<file path="src/rtl/physics_pkg.sv">
// Shared types, default widths and the saturating clamp used by the physics
// datapath blocks.
package physics_pkg;

    typedef enum logic [1:0] {
        ACCUM,
        APPLY,
        DONE
    } force_acc_state_t;

    localparam int DEFAULT_FORCE_SIZE = 8;
    localparam int DEFAULT_ACC_SIZE   = 12;
    localparam int DEFAULT_VEL_SIZE   = 8;

    // Clamp a wide signed value into the range of a width-bit signed number.
    function automatic logic signed [31:0] sat_clamp(input logic signed [31:0] value,
                                                     input int unsigned width);
        logic signed [31:0] max_v;
        logic signed [31:0] min_v;
        max_v = (32'sd1 <<< (width - 1)) - 32'sd1;
        min_v = -(32'sd1 <<< (width - 1));
        if (value > max_v) begin
            return max_v;
        end else if (value < min_v) begin
            return min_v;
        end
        return value;
    endfunction

endpackage

</file>
<file path="src/rtl/force_accumulator_sat_add.sv">
// sat_add: signed adder whose result saturates to the OUT_SIZE range.
module sat_add
    import physics_pkg::*;
#(
    parameter int A_SIZE   = 12,
    parameter int B_SIZE   = 8,
    parameter int OUT_SIZE = 12
) (
    input  logic signed [A_SIZE-1:0]   a,
    input  logic signed [B_SIZE-1:0]   b,
    output logic signed [OUT_SIZE-1:0] sum
);

    logic signed [31:0] full_sum;
    logic signed [31:0] clamped;

    always_comb begin
        full_sum = 32'(a) + 32'(b);
        clamped  = sat_clamp(full_sum, OUT_SIZE);
        sum      = OUT_SIZE'(clamped);
    end

endmodule

</file>
<file path="src/rtl/force_accumulator.sv">
// force_accumulator: sums per-node force beats over a frame, then integrates
// them into velocities one node per cycle. Optional damping: FORCE_ACCUM_DAMPING_EN.
module force_accumulator
    import physics_pkg::*;
#(
    parameter int NUM_NODES   = 10,
    parameter int FORCE_SIZE  = DEFAULT_FORCE_SIZE,
    parameter int ACC_SIZE    = DEFAULT_ACC_SIZE,
    parameter int VEL_SIZE    = DEFAULT_VEL_SIZE,
    parameter int FORCE_SHIFT = 2
`ifdef FORCE_ACCUM_DAMPING_EN
    ,
    parameter int DAMP_SHIFT  = 3
`endif
) (
    input  logic                                         clk_in,
    input  logic                                         rst_in,
    input  logic signed [FORCE_SIZE-1:0]                 force_x_in,
    input  logic signed [FORCE_SIZE-1:0]                 force_y_in,
    input  logic                                         force_in_valid,
    input  logic                                         source_done_in,
    input  logic                                         apply_in,
    output logic signed [1:0][NUM_NODES-1:0][VEL_SIZE-1:0] vel_out,
    output logic                                         busy_out,
    output logic                                         apply_done_out,
    output logic                                         err_out
);

    localparam int IDX_SIZE = $clog2(NUM_NODES + 1);
    localparam logic [IDX_SIZE-1:0] LAST_NODE = IDX_SIZE'(NUM_NODES - 1);
    localparam logic [IDX_SIZE-1:0] END_IDX   = IDX_SIZE'(NUM_NODES);

    force_acc_state_t state;
    force_acc_state_t next_state;

    logic [IDX_SIZE-1:0] idx;
    logic [IDX_SIZE-1:0] sweep_idx;
    logic [IDX_SIZE-1:0] beat_node;
    logic                beat_ok;

    logic signed [ACC_SIZE-1:0] acc_x [NUM_NODES];
    logic signed [ACC_SIZE-1:0] acc_y [NUM_NODES];
    logic signed [ACC_SIZE-1:0] acc_x_next;
    logic signed [ACC_SIZE-1:0] acc_y_next;
    logic signed [ACC_SIZE-1:0] acc_x_shifted;
    logic signed [ACC_SIZE-1:0] acc_y_shifted;

    logic signed [VEL_SIZE-1:0] vel_x_cur;
    logic signed [VEL_SIZE-1:0] vel_y_cur;
    logic signed [VEL_SIZE-1:0] vel_x_base;
    logic signed [VEL_SIZE-1:0] vel_y_base;
    logic signed [VEL_SIZE-1:0] vel_x_next;
    logic signed [VEL_SIZE-1:0] vel_y_next;

    // Beats past the last node are dropped; keep the read index in range anyway.
    assign beat_ok   = idx < END_IDX;
    assign beat_node = beat_ok ? idx : '0;

    sat_add #(.A_SIZE(ACC_SIZE), .B_SIZE(FORCE_SIZE), .OUT_SIZE(ACC_SIZE)) u_acc_x (
        .a(acc_x[beat_node]), .b(force_x_in), .sum(acc_x_next)
    );
    sat_add #(.A_SIZE(ACC_SIZE), .B_SIZE(FORCE_SIZE), .OUT_SIZE(ACC_SIZE)) u_acc_y (
        .a(acc_y[beat_node]), .b(force_y_in), .sum(acc_y_next)
    );

    assign acc_x_shifted = acc_x[sweep_idx] >>> FORCE_SHIFT;
    assign acc_y_shifted = acc_y[sweep_idx] >>> FORCE_SHIFT;
    assign vel_x_cur     = vel_out[0][sweep_idx];
    assign vel_y_cur     = vel_out[1][sweep_idx];

`ifdef FORCE_ACCUM_DAMPING_EN
    // v - (v >>> k) shrinks the magnitude, so it can never overflow.
    assign vel_x_base = vel_x_cur - (vel_x_cur >>> DAMP_SHIFT);
    assign vel_y_base = vel_y_cur - (vel_y_cur >>> DAMP_SHIFT);
`else
    assign vel_x_base = vel_x_cur;
    assign vel_y_base = vel_y_cur;
`endif

    sat_add #(.A_SIZE(VEL_SIZE), .B_SIZE(ACC_SIZE), .OUT_SIZE(VEL_SIZE)) u_vel_x (
        .a(vel_x_base), .b(acc_x_shifted), .sum(vel_x_next)
    );
    sat_add #(.A_SIZE(VEL_SIZE), .B_SIZE(ACC_SIZE), .OUT_SIZE(VEL_SIZE)) u_vel_y (
        .a(vel_y_base), .b(acc_y_shifted), .sum(vel_y_next)
    );

    always_ff @(posedge clk_in) begin
        if (rst_in) begin
            state <= ACCUM;
        end else begin
            state <= next_state;
        end
    end

    always_comb begin
        next_state = state;
        case (state)
            ACCUM:   if (apply_in) next_state = APPLY;
            APPLY:   if (sweep_idx == LAST_NODE) next_state = DONE;
            DONE:    next_state = ACCUM;
            default: next_state = ACCUM;
        endcase
    end

    always_comb begin
        busy_out       = (state == APPLY);
        apply_done_out = (state == DONE);
    end

    // The sweep index wraps to 0 after the last node so it never addresses past the arrays.
    always_ff @(posedge clk_in) begin
        if (rst_in) begin
            idx       <= '0;
            sweep_idx <= '0;
            err_out   <= 1'b0;
            vel_out   <= '0;
            for (int n = 0; n < NUM_NODES; n++) begin
                acc_x[n] <= '0;
                acc_y[n] <= '0;
            end
        end else begin
            case (state)
                ACCUM: begin
                    if (force_in_valid) begin
                        if (beat_ok) begin
                            acc_x[beat_node] <= acc_x_next;
                            acc_y[beat_node] <= acc_y_next;
                            idx              <= idx + IDX_SIZE'(1);
                        end else begin
                            err_out <= 1'b1;
                        end
                    end
                    if (source_done_in) idx <= '0;
                    if (apply_in) sweep_idx <= '0;
                end
                APPLY: begin
                    vel_out[0][sweep_idx] <= vel_x_next;
                    vel_out[1][sweep_idx] <= vel_y_next;
                    acc_x[sweep_idx]      <= '0;
                    acc_y[sweep_idx]      <= '0;
                    sweep_idx <= (sweep_idx == LAST_NODE) ? '0 : sweep_idx + IDX_SIZE'(1);
                    if (force_in_valid) err_out <= 1'b1;
                end
                DONE: begin
                    idx <= '0;
                end
                default: ;
            endcase
        end
    end

endmodule

</file>
<file path="config.mk">
export PLATFORM = sky130hd
export DESIGN_NAME = force_accumulator
export DESIGN_NICKNAME = d
export VERILOG_FILES = /design/src/rtl/physics_pkg.sv /design/src/rtl/force_accumulator_sat_add.sv /design/src/rtl/force_accumulator.sv
export SDC_FILE = /design/constraint.sdc
export NUM_CORES = 1
export LEC_CHECK = 0
export CAP_MARGIN = 10
export CORE_MARGIN = 4
export CORE_UTILIZATION = 40
export CTS_CLUSTER_SIZE = 20
export DETAILED_ROUTE_END_ITERATION = 10
export PLACE_DENSITY = 0.58
export SLEW_MARGIN = 5
export SYNTH_ARGS = -nofsm -noshare
export SYNTH_HDL_FRONTEND = slang
export SYNTH_SLANG_ARGS = --single-unit
</file>
<file path="constraint.sdc">
create_clock -name clk_in -period 4.6 [get_ports clk_in]
set_input_delay 0.46 -clock clk_in [delete_from_list [all_inputs] [get_ports clk_in]]
set_output_delay 0.46 -clock clk_in [all_outputs]
set_load 0.05 [all_outputs]
</file>
==> flow_summary.toml <==
[place]
gpl.final_weighted_congestion = 0.859
detailedPlacementHpwl_mm = 56.7
buffer_ports.inserted = 183
dpl-instance-area_um2 = 29800

[sta]
max_freq_ghz = 0.225
report.final.slew_viol_count = 0
layout_worst_path_cycle_share = 0.967
max-slew-margin-rel = 0.266
slew_at_the_pin_closest_to_its_max_slew_limit_ns = 1.10
final-hold-violation-count = 0
rsz_0062_raised_after_global_routing = "true"
setup_violations = 0
min_period_ns = 4.45
fin_skew_ns = 0.0238
setup-tns-final_ns = 0

[finish]
syn_to_layout_area_delta_pct = 23.4
fin_area_um2 = 32000
layout-drive-gt1-share = 0.211
nets = 2419

[clock_tree]
cts-hold-fix-buffers = 0
clock_tree_from_tritoncts = "done"
numClockSinks = 535
cts-htree-levels = 2
clock_insertion_delay_worst_skew_ns = 0.61
numCtsBuffers = 54
worst_setup_hold_path_clk_slew_ns = 0.06
clockBufferDepth = 3
clock_tree.root_cell = "sky130_fd_sc_hd__clkbuf_16"

[logic_synthesis]
post_synth_num_cell_types = 68
synth-main-ff-cell = "sky130_fd_sc_hd__edfxtp_1"
synth_largest_type_area_fraction = 0.417
seq_cells_post_synth = 535
syn-cell-area_um2 = 26000
post-synth-top-area-cell = "sky130_fd_sc_hd__edfxtp_1"
synth-seq-area-share = 0.552
async_flop_share = 0
syn_nets = 2165
ys_top_cells_by_area = "sky130_fd_sc_hd__edfxtp_1, sky130_fd_sc_hd__mux4_2, sky130_fd_sc_hd__dfxtp_1"
synth.avg_cell_area_um2 = 12.4
post_synth_inst_count = 2093
yosysMostFrequentCell = "sky130_fd_sc_hd__nor2_1"
count_of_flip_flops_with_a_built_in_enable_after_synthesis = 360
synth-warning-count = 0
yosys-top-cells-count = "sky130_fd_sc_hd__nor2_1, sky130_fd_sc_hd__edfxtp_1, sky130_fd_sc_hd__a211oi_1"

[worst_hold_path]
holdCritPathClass = "primary input to flop"

[global_routing]
globalRouteOverflowTotal = 0
wire_length_of_the_first_global_routing_pass_mm = 122
first_global_vias = 18900
grt_max_degree = 100
grt_antenna_before_repair = 1
grt_use_total = 0.231

[drt]
drt_first_pass_iters = 6
vias = 19100
ant_nets = 0
avgRoutedWirePerCell_um = 25.4
drcViolationCount = 0
drtIter0Drc = 1971
routed_wirelength_mm = 82.5
route.detailed.vias_per_inst = 5.89

[worst_setup_path]
timing.critical_path.buf_inv = 5
critical-path-top-delay-family = "compound AO/OA/AOI/OAI gates"
timing.critical_path.to_type = "flop"
timing.setup.critical_path_class = "flop to flop"
crit_path_frequent_cell = "sky130_fd_sc_hd__buf_12"
timing.critical_path.from_type = "flop"
cp.arrival_ns = 4.96
cp_cell_sequence = "buf_16, buf_12, mux4_2, mux4_2, ha_1, a2111oi_2, o21ai_1, nand2_1, xor2_1, buf_4, o31ai_4, buf_12, a21oi_4, buf_12, a211oi_1"
critPathSlowestCell = "sky130_fd_sc_hd__mux4_2"
path_max_fanout = 29
cp_slowest_stage_delay_ns = 0.58
data_required_time_of_the_critical_path_ns = 5.11
worst-r2r-setup-slack_ns = 0.15

[power]
power_frac_comb = 0.200
ir_worst_vdd_uv = 264
intPower_mw = 8.62
p_leak_nw = 11.1
p_switching_mw = 3.50
power.switching_fraction = 0.289
seq_power_share = 0.445
clock_power_share = 0.355
power.density_cell_area_nw_per_um2 = 378

[floorplanning]
die_h_um = 263
fp.dieArea_um2 = 69000
floorplan.initialDensity = 0.403
io_pins = 184
floorplan.core_area_um2 = 64300
die_width_um = 263
placement_rows = 93

[job]
max_cap_check_violation_count = 0

[run_status]
outcome = "complete, no violations"
registers in the layout (all words and copies together), names as in the netlist, named ones only:
| signal | count |
|---|---|
| acc_y | 180 |
| acc_x | 180 |
| idx | 4 |
| err_out | 1 |
| vel_out | 160 |
| state | 2 |
| sweep_idx | 4 |
cells in the final DEF (no fill, tap or decap), types with 14 or more instances in the layout:
cell | synthesis | layout
sky130_fd_sc_hd__nor2_1 | 445 | 423
sky130_fd_sc_hd__clkdlybuf4s50_1 | 0 | 182
sky130_fd_sc_hd__dfxtp_1 | 175 | 170
sky130_fd_sc_hd__xnor2_1 | 18 | 18
sky130_fd_sc_hd__nand2_1 | 90 | 90
sky130_fd_sc_hd__mux2i_1 | 45 | 44
sky130_fd_sc_hd__nand2b_1 | 15 | 14
sky130_fd_sc_hd__a31oi_1 | 24 | 22
sky130_fd_sc_hd__o21ai_0 | 39 | 36
sky130_fd_sc_hd__a211oi_1 | 235 | 233
sky130_fd_sc_hd__nand3_1 | 19 | 19
sky130_fd_sc_hd__buf_4 | 0 | 129
sky130_fd_sc_hd__mux4_2 | 156 | 156
sky130_fd_sc_hd__a21o_1 | 23 | 21
sky130_fd_sc_hd__inv_1 | 17 | 17
sky130_fd_sc_hd__buf_12 | 0 | 31
sky130_fd_sc_hd__a22oi_1 | 20 | 20
sky130_fd_sc_hd__nor2b_1 | 31 | 29
sky130_fd_sc_hd__a21oi_4 | 0 | 17
sky130_fd_sc_hd__ha_1 | 47 | 47
sky130_fd_sc_hd__edfxtp_1 | 360 | 360
sky130_fd_sc_hd__nor2_2 | 8 | 26
sky130_fd_sc_hd__a21oi_1 | 36 | 33
sky130_fd_sc_hd__clkbuf_16 | 0 | 55
path summary, 6_finish.rpt:
path              cells past startpoint               startpoint                       end
setup / recovery                     15                     flop  vel_out[67]$_SDFFE_PP0P_
hold / removal                        2                   rst_in       idx[1]$_SDFFE_PP0P_
setup reg to reg                     15                     flop  vel_out[67]$_SDFFE_PP0P_
hold reg to reg                       2  vel_out[4]$_SDFFE_PP0P_   vel_out[4]$_SDFFE_PP0P_
logic make-up (layout without fill, tap and decap cells):
logic type | after synthesis | count (layout) | synth area share
adder cells (fa/ha/maj) | 52 | 52 | 0.0261
AO/OA/AOI/OAI | 454 | 456 | 0.128
other | 0 | 1 | 0
flip-flops | 535 | 535 | 0.552
AND/OR/NAND/NOR | 653 | 653 | 0.106
multiplexers | 201 | 201 | 0.153
buffers and inverters | 168 | 465 | 0.0250
XOR/XNOR | 30 | 30 | 0.0101
power by group through the flow:
stage | clock network, mW | logic [mW] | registers, mW
2_1_floorplan | 0 | 1.30 | 5.53
3_3_place_gp | 0 | 2.13 | 5.48
3_5_place_dp | 0 | 2.16 | 5.49
4_1_cts | 4.37 | 2.17 | 5.38
5_1_grt | 4.56 | 2.59 | 5.40
6_report | 4.30 | 2.42 | 5.39
stage by stage:
step | hold slack (ns) | utilization | cells | power [mW] | setup slack (ns)
global placement | 0.473 | 0.464 | 3135 | 7.61 | -0.0563
floorplan | 0.551 | - | 2093 | 6.83 | 0.0528
CTS | 0.390 | 0.490 | 3236 | 11.9 | -0.0634
detailed placement | 0.501 | 0.464 | 3135 | 7.65 | -0.148
finish | 0.419 | 0.498 | 3248 | 12.1 | 0.151
global route | 0.432 | 0.498 | 3247 | 12.5 | -0.101
cell type report:
class / instances / area (um2)
clock buffers: 66 / 1420
repair buffers: 346 / 3470
inverters: 18 / 67.6
clock inverters: 35 / 292
multi-input cells: 1392 / 11400
well taps: 855 / 1070
diodes: 1 / 2.50
fillers: 5507 / 32300
flip-flops and latches: 535 / 14300
metal layers:
metal / routed length, um / track usage / part of all wire
met1: 34100 / 0.314 / 0.41
met2: 39000 / 0.380 / 0.47
met3: 7810 / 0.0580 / 0.095
met4: 1540 / 0.0473 / 0.019
met5: 0 / 0 / 0
what timing repair did:
item,in CTS,in global routing
gates cloned,0,2
buffers inserted,0,9
endpoints found under the setup margin,91,430
gates resized for setup,1,57
pin swaps,0,9
worst reg2reg max path, cell delays in order (launching register included):
cell	delay, ns
sky130_fd_sc_hd__dfxtp_4	0.41
sky130_fd_sc_hd__buf_16	0.24
sky130_fd_sc_hd__buf_12	0.25
sky130_fd_sc_hd__mux4_2	0.58
sky130_fd_sc_hd__mux4_2	0.49
sky130_fd_sc_hd__ha_1	0.41
sky130_fd_sc_hd__a2111oi_2	0.41
sky130_fd_sc_hd__o21ai_1	0.17
sky130_fd_sc_hd__nand2_1	0.11
sky130_fd_sc_hd__xor2_1	0.11
sky130_fd_sc_hd__buf_4	0.16
sky130_fd_sc_hd__o31ai_4	0.31
sky130_fd_sc_hd__buf_12	0.20
sky130_fd_sc_hd__a21oi_4	0.08
sky130_fd_sc_hd__buf_12	0.18
sky130_fd_sc_hd__a211oi_1	0.25
No activity file was read; power rests on OpenSTA's default activity.
